## config.mk

```make
export PLATFORM = sky130hd
export DESIGN_NAME = frequency_counter
export DESIGN_NICKNAME = d
export VERILOG_FILES = /design/src/rtl/frequency_counter.sv
export SDC_FILE = /design/constraint.sdc
export NUM_CORES = 1
export LEC_CHECK = 0
export ABC_AREA = 1
export BUFFER_PORTS_ARGS = -buffer_cell sky130_fd_sc_hd__buf_2
export CAP_MARGIN = 20
export CELL_PAD_IN_SITES_DETAIL_PLACEMENT = 0
export CELL_PAD_IN_SITES_GLOBAL_PLACEMENT = 1
export CORE_ASPECT_RATIO = 0.5
export CORE_MARGIN = 2
export CORE_UTILIZATION = 45
export DETAILED_ROUTE_END_ITERATION = 16
export PLACE_DENSITY = 0.88
export SLEW_MARGIN = 20
export SYNTH_ARGS = -nofsm -noshare
export SYNTH_HDL_FRONTEND = slang
export SYNTH_SLANG_ARGS = --single-unit
```

## constraint.sdc

```tcl
create_clock -name CLK -period 6.9 [get_ports CLK]
set_clock_uncertainty 0.2 [all_clocks]
set_input_delay 0 -clock CLK [delete_from_list [all_inputs] [get_ports CLK]]
set_output_delay 0 -clock CLK [all_outputs]
set_load 0.005 [all_outputs]
```

## src/rtl/frequency_counter.sv

```systemverilog
`default_nettype none
// +--------------------------------------------------------------------------+
// | Module   : frequency_counter                                             |
// | Purpose  : Counts rising edges of an asynchronous input over a gate      |
// |            window of BASE_TICKS << freq clock cycles and publishes the   |
// |            count with a one-cycle valid strobe at the end of each window.|
// | Ports    : CLK    - system clock, all state on rising edge               |
// |            RST_N  - async active-low reset, release synchronised (2-FF)  |
// |            IN     - signal under measurement, asynchronous to CLK        |
// |            freq   - gate-window select, sampled at each window start     |
// |            count  - rising edges of IN in the last completed window      |
// |            valid  - one-cycle pulse when count is updated                |
// | Revision : 1.0 - initial release                                         |
// +--------------------------------------------------------------------------+
module frequency_counter #(
  parameter int BASE_TICKS = 50000,  // cycles in the shortest window, >= 4
  parameter int COUNT_W    = 32,     // width of the edge count
  parameter int GATE_W     = 32      // must hold BASE_TICKS << 15
) (
  input  logic               CLK,
  input  logic               RST_N,
  input  logic               IN,
  input  logic [3:0]         freq,
  output logic [COUNT_W-1:0] count,
  output logic               valid
);

  localparam logic [GATE_W-1:0]  BASE_W   = GATE_W'(BASE_TICKS);
  localparam logic [GATE_W-1:0]  GATE_ONE = GATE_W'(1);
  localparam logic [COUNT_W-1:0] CNT_ONE  = COUNT_W'(1);

  // ------------------------------------------------------------------------
  // Reset conditioning: assertion is immediate, release is delayed by two
  // clock edges so every downstream flop leaves reset on the same edge.
  // ------------------------------------------------------------------------
  logic [1:0] rst_sync;
  logic       rst_n_int;

  always_ff @(posedge CLK or negedge RST_N) begin
    if (!RST_N) begin
      rst_sync <= 2'b00;
    end else begin
      rst_sync <= {rst_sync[0], 1'b1};
    end
  end

  assign rst_n_int = rst_sync[1];

  // ------------------------------------------------------------------------
  // Input conditioning: 2-FF synchroniser followed by a previous-value
  // register. A rise is one cycle where the synchronised value is 1 and the
  // previous one was 0, so at most one edge is seen per clock.
  // ------------------------------------------------------------------------
  logic in_meta;
  logic in_sync;
  logic in_prev;
  logic rise;

  always_ff @(posedge CLK or negedge rst_n_int) begin
    if (!rst_n_int) begin
      in_meta <= 1'b0;
      in_sync <= 1'b0;
      in_prev <= 1'b0;
    end else begin
      in_meta <= IN;
      in_sync <= in_meta;
      in_prev <= in_sync;
    end
  end

  assign rise = in_sync & ~in_prev;

  // ------------------------------------------------------------------------
  // Gate window and accumulator.
  // freq is latched while the gate counter sits at 0, i.e. on the first
  // cycle of every window (including the first after reset). The terminal
  // compare during that cycle still uses the previous latched value, which
  // is harmless because a window is always at least 4 cycles long.
  // ------------------------------------------------------------------------
  logic [GATE_W-1:0]  gate_cnt;
  logic [3:0]         freq_lat;
  logic [COUNT_W-1:0] acc;
  logic [GATE_W-1:0]  window_last;
  logic               window_start;
  logic               window_end;
  logic [COUNT_W-1:0] acc_next;

  assign window_last  = (BASE_W << freq_lat) - GATE_ONE;
  assign window_start = (gate_cnt == '0);
  assign window_end   = (gate_cnt == window_last);

  // Saturating increment: the count sticks at all-ones rather than wrapping.
  assign acc_next = (rise && !(&acc)) ? acc + CNT_ONE : acc;

  always_ff @(posedge CLK or negedge rst_n_int) begin
    if (!rst_n_int) begin
      gate_cnt <= '0;
      freq_lat <= 4'd0;
      acc      <= '0;
      count    <= '0;
      valid    <= 1'b0;
    end else begin
      valid <= 1'b0;
      if (window_start) begin
        freq_lat <= freq;
      end
      if (window_end) begin
        // The edge seen on the last cycle belongs to the closing window.
        count    <= acc_next;
        valid    <= 1'b1;
        acc      <= '0;
        gate_cnt <= '0;
      end else begin
        acc      <= acc_next;
        gate_cnt <= gate_cnt + GATE_ONE;
      end
    end
  end

endmodule
`default_nettype wire

```

==> flow_summary.ini, run 1 <==
[clocking]
clock_path_buffers = 2
cts.repair.resized = 0
tritoncts = built
postCtsHoldBufs = 7
clk_latency_ns = 0.35
clkSinkCount = 106
cts_made_buffers = 9
cts-root-buf = clkbuf_16
cts.reportedPaths.clkPinSlew_ns = 0.08
postCtsSetupRepairBufs = 0
cts-htree-levels = 3

[synthesis]
synth_seq_cells = 106
synthDistinctLibCells = 41
synth_cells = 990
yosysWarnings = 0
netlist_area_um2 = 6998
synthesis.nets = 1009
yosysSeqAreaShare_pct = 37.90
avgSynthCellArea_um2 = 7.069

[power_and_ir_drop]
intPower_uw = 986.6
ir_drop_mv = 0.1529
clock_power_share_pct = 35.3
p_per_area_nw_per_um2 = 184.0
seqPwrFrac_pct = 50.8
p_sw_share_pct = 30.18
p_leak_uw = 0.003780
p_comb_share_pct = 13.9
p_sw_uw = 426.4

[die]
dieWidth_um = 180.4
placementRows = 32
num_io_pins = 40
die_h_um = 92.18
die_area_um2 = 16630
start_util_pct = 45.75
core_um2 = 15290

[worst_hold_path]
hp-class = reg2async

[worst_setup_path]
worstPathMaxFanout = 43
start_kind = register
cp.required_ns = 6.93
ff2ff_setup_slack_ns = 2.49
crit_path_end_kind = register
crit_type = reg2reg
worstPathArrival_ns = 4.44

[global_route]
grt_pass1_wl_mm = 29.24
grt_use_total_pct = 21.52
antenna_found_initial = 0
grt_pass1_vias = 5970
grt_max_degree = 71
grt-ovfl-total = 0

[timing]
setup_tns_ns = 0
fmax_ghz = 0.2269
post-route-period-util_pct = 63.88
rsz0062_at_grt = false
worstMarginPinSlew_ns = 1.030
slew_headroom_pct = 31.15
drv_slew = 0
setup_viol = 0
finalCriticalPeriod_ns = 4.408
hold_violations = 0

[routing]
drt_first_pass_iters = 5
antenna_left = 0
num_vias = 6211
drt-initial-drc-count = 392
drc = 0
wl_mm = 17.13
wire_per_inst_um = 13.91
vias_per_cell = 5.045

[cells_and_area]
nets = 1041
utilization_pct = 50.20
fillers = 1577
drive_gt1_share_pct = 7.790
diodes = 0
syn2layout_area_growth_pct = 9.726

[flow_run]
max-cap-violations = 0

[placement]
dpl.hpwl_mm = 12.45
io_buffer_count = 39
place_congestion = 0.9151

[run_status]
status = finished clean
layout make-up:
class                           count  area, µm²  area share [%]
Sequential cell                   106       2656           34.59
Tap cell                          204      255.2           3.324
Timing Repair Buffer               51      302.8           3.943
Multi-Input combinational cell    703       3620           47.14
Clock buffer                       11      232.7           3.031
Inverter                          151      566.8           7.381
Clock inverter                      5      45.04          0.5866
flip-flops by register name, summed over array words and instances (netlist names):
signal    count
acc          32
in_sync       1
gate_cnt     32
in_prev       1
count        32
in_meta       1
valid         1
rst_sync      2
freq_lat      4
worst paths after layout:
kind,start,to,cells past startpoint
worst max-delay path,freq_lat[3],gate_cnt[24],13
worst max register to register,freq_lat[3],gate_cnt[24],13
min in group CLK,IN,in_meta,2
max in group asynchronous,rst_sync[1],gate_cnt[16],1
worst min register to register,rst_sync[1],acc[27],0
worst min-delay path,rst_sync[1],acc[27],0
power by group through the flow:
stage	Combinational, µW	Sequential [µW]	Clock [µW]
global placement	187	726	0
global route	227	725	541
detailed placement	193	726	0
finish	196	718	499
floorplan	152	718	0
CTS	197	716	516
through the flow:
step / area (µm²) / hold slack (ns) / power [µW] / setup WS, ns / instances
after floorplan: 6998 / -0.4956 / 870.0 / 3.529 / 990
after global routing: 7679 / 0.08872 / 1493 / 2.109 / 1231
after CTS: 7679 / 0.06839 / 1429 / 2.511 / 1231
after detailed placement: 7331 / -0.4110 / 918.9 / 2.536 / 1208
after global placement: 7331 / -0.4132 / 913.7 / 2.640 / 1208
final: 7679 / 0.07835 / 1413 / 2.492 / 1231
logic make-up after synthesis:
logic type / after synthesis / share of synthesized area, %
AND/OR/NAND/NOR: 542 / 33.49
buffers and inverters: 181 / 10.41
flip-flops: 106 / 37.90
AO/OA/AOI/OAI: 79 / 7.367
XOR/XNOR: 69 / 8.636
adder cells (fa/ha/maj): 12 / 2.145
other: 1 / 0.05359
layout by cell type (no fill, tap or decap), types with 6 or more instances in the layout:
cell type | synthesis | routed
buf_2 | 12 | 39
o21bai_1 | 32 | 32
inv_1 | 145 | 145
nor3_1 | 31 | 31
o21ai_0 | 17 | 17
dlygate4sd3_1 | 0 | 7
nand3_1 | 81 | 81
nand4_1 | 21 | 21
ha_1 | 12 | 12
o21ai_1 | 6 | 6
nand2_1 | 256 | 256
nor2_1 | 121 | 120
a21oi_1 | 10 | 10
nor4_1 | 14 | 14
xor2_1 | 64 | 64
clkbuf_16 | 0 | 9
dfrtp_1 | 106 | 105
synth_stat cells (all sizes together):
library cell  number  area share, %
nand2            257             14
clkinv             1          0.054
nor4              15            1.4
a21boi             1           0.11
a21oi             10           0.72
conb               1          0.054
o21a               5           0.54
nand3b             2           0.21
nor4b              1           0.13
xor2              64            8.0
buf               18            1.7
clkbuf            12           0.64
nor2             125            6.9
dfrtp            106             38
and2               2           0.18
nand3             82            5.9
ha                12            2.1
inv              150            8.0
nand4             23            2.2
o2111ai            1           0.13
o21bai            32            3.4
or2                3           0.27
a22oi              1           0.11
xnor2              5           0.63
o21ai             26            2.0
nor3              32            2.4
o31ai              1           0.11
o211ai             2           0.21
worst max-delay path, stage by stage (launching register included):
cell	delay (ns)
dfrtp_1	0.84
inv_2	0.37
a22oi_1	0.43
nand2_1	0.09
nor2_1	0.22
nand3_1	0.12
nand3_1	0.13
nand2_1	0.07
nor2_2	0.14
nand4_2	0.11
buf_4	0.29
nor2_4	0.82
buf_4	0.36
nor2_1	0.06
metal layers:
layer	up-vias	part of all wire [%]	global-route usage (%)
li1	3182	-	-
met1	2920	51	29.89
met2	94	46	35.66
met3	15	2.6	3.217
met4	0	1.2	4.906
met5	-	0	0
Power figures use the tool's default switching activity.
==> inputs of run 2 (changes only) <==
- ABC_AREA: 1 -> 0
- CORE_UTILIZATION: 45 -> 43
- PLACE_DENSITY: 0.88 -> 0.85
- clock period: 6.9 -> 3.6 ns (I/O delays scaled with it)
==> flow_summary.ini, run 2 <==
[run_status]
status = finished clean

[worst_setup_path]
path_buf_inv = 5
crit_type = reg2reg
ff2ff_setup_slack_ns = 0.20
worstPathMaxFanout = 37
path_common_cell = buf_4
start_kind = register
crit_path_end_kind = register
rr_startpoint = freq_lat[1]
slowest_stage = dfrtp_2
crit_family = simple AND/OR/NAND/NOR gates
crit_start = freq_lat[1]
r2r_end = count[17]
cpPeakStageDelay_ns = 0.46
worstPathArrival_ns = 3.46
path_cells = inv_2 -> ha_1 -> buf_4 -> nor3b_2 -> buf_4 -> o32ai_1 -> or2_1 -> a21oi_1 -> or3_1 -> a22o_1 -> nor4_4 -> buf_12 -> buf_16 -> mux2i_1
cp.required_ns = 3.67
ff2ff_path_depth = 14

[power_and_ir_drop]
intPower_uw = 1698
seqPwrFrac_pct = 55.5
p_comb_share_pct = 1.6
p_per_area_nw_per_um2 = 319.1
p_sw_share_pct = 21.54
ir_drop_mv = 0.2174
p_leak_uw = 0.002871
p_sw_uw = 466.1
clock_power_share_pct = 42.9

[timing]
rsz0062_at_grt = false
slew_headroom_pct = 46.50
finalCriticalPeriod_ns = 3.398
worstMarginPinSlew_ns = 0.7964
setup_tns_ns = 0
fmax_ghz = 0.2943
hold_violations = 0
drv_slew = 0
setup_viol = 0
post-route-period-util_pct = 94.39
hold_slack_ns = 0.05259

[synthesis]
avgSynthCellArea_um2 = 9.369
synth_seq_cells = 106
synthArstFlopShare_pct = 100.0
synthesis.nets = 650
yosysMostFrequentCell = dfrtp_1
synth_top_area_share_pct = 44.87
synthTopCellsByCount = dfrtp_1, nor2_1, xor2_1
synth_flop_cell = dfrtp_1
synth_cells = 631
synthTopCellsByArea = dfrtp_1, xor2_1, mux2i_1
netlist_area_um2 = 5912
yosysWarnings = 0
yosysSeqAreaShare_pct = 44.87
synth-edff-count = 0
synthDistinctLibCells = 55
synth_area_leader_cell = dfrtp_1

[cells_and_area]
drive_gt1_share_pct = 13.47
multi_input_area_um2 = 2989
diodes = 0
seqCellArea_um2 = 2659
final_cell_mix = dfrtp_1, nor2_1, xor2_1, nand2_1, inv_1
fillers = 1188
final_common_cell = dfrtp_1
nets = 697
reg_top3 = acc x32, count x32, gate_cnt x32
syn2layout_area_growth_pct = 14.69

[global_route]
use_met3_pct = 3.044
grt-ovfl-total = 0
antenna_found_initial = 0
grt_util_met2_pct = 29.76
grt_pass1_wl_mm = 21.84
grt_use_total_pct = 18.54
grt_pass1_vias = 4374
top_usage_layer = met2
use_met1_pct = 25.96
grt_max_degree = 85

[die]
placementRows = 30
start_util_pct = 43.87
die_area_um2 = 14760
num_io_pins = 40
core_um2 = 13480
die_h_um = 86.91
dieWidth_um = 169.8

[clocking]
cts-htree-levels = 3
cts.reportedPaths.clkPinSlew_ns = 0.07
clock_path_buffers = 2
cts-root-buf = clkbuf_16
cts_made_buffers = 9
tritoncts = built
clk_latency_ns = 0.34
clkSinkCount = 106

[routing]
num_vias = 4537
vias_per_cell = 5.282
wire_per_inst_um = 14.85
drc = 0
drt_first_pass_iters = 5
wl_mm = 12.76
antenna_left = 0
drt-initial-drc-count = 358

[placement]
io_buffer_count = 39
place_congestion = 0.8915
dpl.hpwl_mm = 8.911

[flow_run]
max-cap-violations = 0

[worst_hold_path]
hp-class = reg2async
==> run 2: worst max path at each step <==
stage,end,slack [ns],cells past startpoint
2_1_floorplan,acc[2],0.19,14
3_3_place_gp,count[15],0.17,11
3_5_place_dp,count[12],0.07,14
4_1_cts,count[12],0.05,14
5_1_grt,count[21],0.02,14
6_report,count[17],0.20,14
==> run 2: repair_timing <==
action / in CTS / in global routing
hold endpoints to repair: 7 / 0
hold buffers: 7 / 0
setup buffers: 0 / 0
resized for setup: 0 / 16
setup endpoints to repair: 0 / 93
==> run 2: per-stage QoR <==
| stage | worst slack (ns) | std cells | instance area [µm²] | power [µW] | utilization [%] |
|---|---|---|---|---|---|
| global route | 0.02407 | 859 | 6780 | 2245 | 50.32 |
| detailed placement | 0.06903 | 835 | 6346 | 1250 | 47.09 |
| CTS | 0.05405 | 858 | 6698 | 2185 | 49.70 |
| global placement | 0.1662 | 835 | 6346 | 1249 | 47.09 |
| finish | 0.2020 | 859 | 6780 | 2164 | 50.32 |
| floorplan | 0.1929 | 631 | 5912 | 1237 | - |
==> run 2: final cells by class <==
class / instances / area share (%)
Tap cell: 176 / 3.248
Multi-Input combinational cell: 454 / 44.09
Timing Repair Buffer: 64 / 6.920
Clock buffer: 11 / 3.580
Inverter: 43 / 2.381
Sequential cell: 106 / 39.21
Clock inverter: 5 / 0.5721
==> run 2: layer usage <==
layer / wire length, µm / part of all wire [%]
met5: 0 / 0
met1: 6205 / 49
met4: 216 / 1.7
met2: 5854 / 46
met3: 480 / 3.8
==> run 2: power by group through the flow <==
stage          logic (µW)  registers (µW)  clock network (µW)
6_report             34.9            1200                 929
2_1_floorplan        3.75            1230                   0
3_5_place_dp         13.9            1240                   0
4_1_cts              19.9            1210                 952
3_3_place_gp         13.3            1240                   0
5_1_grt              40.5            1200                1000
==> run 2: logic make-up (layout without fill, tap and decap cells) <==
kind of cell | after synthesis | in the layout | share of synthesized area (%)
and+or+nand+nor | 260 | 260 | 22.14
DFF | 106 | 106 | 44.87
xor gates and xnor gates | 80 | 80 | 11.85
buffers and inverters | 71 | 123 | 5.270
AOI/OAI and AO/OA | 64 | 64 | 6.772
muxes | 37 | 37 | 6.497
adders and majority gates | 12 | 12 | 2.540
other | 1 | 1 | 0.06343
==> run 2: worst register-to-register path, delay by kind of cell (launching register included) <==
family | cells | cell delay, ns
and+or+nand+nor | 4 | 0.93
buffers and inverters | 5 | 0.85
AOI/OAI and AO/OA | 3 | 0.50
DFF | 1 | 0.46
muxes | 1 | 0.23
adders and majority gates | 1 | 0.18
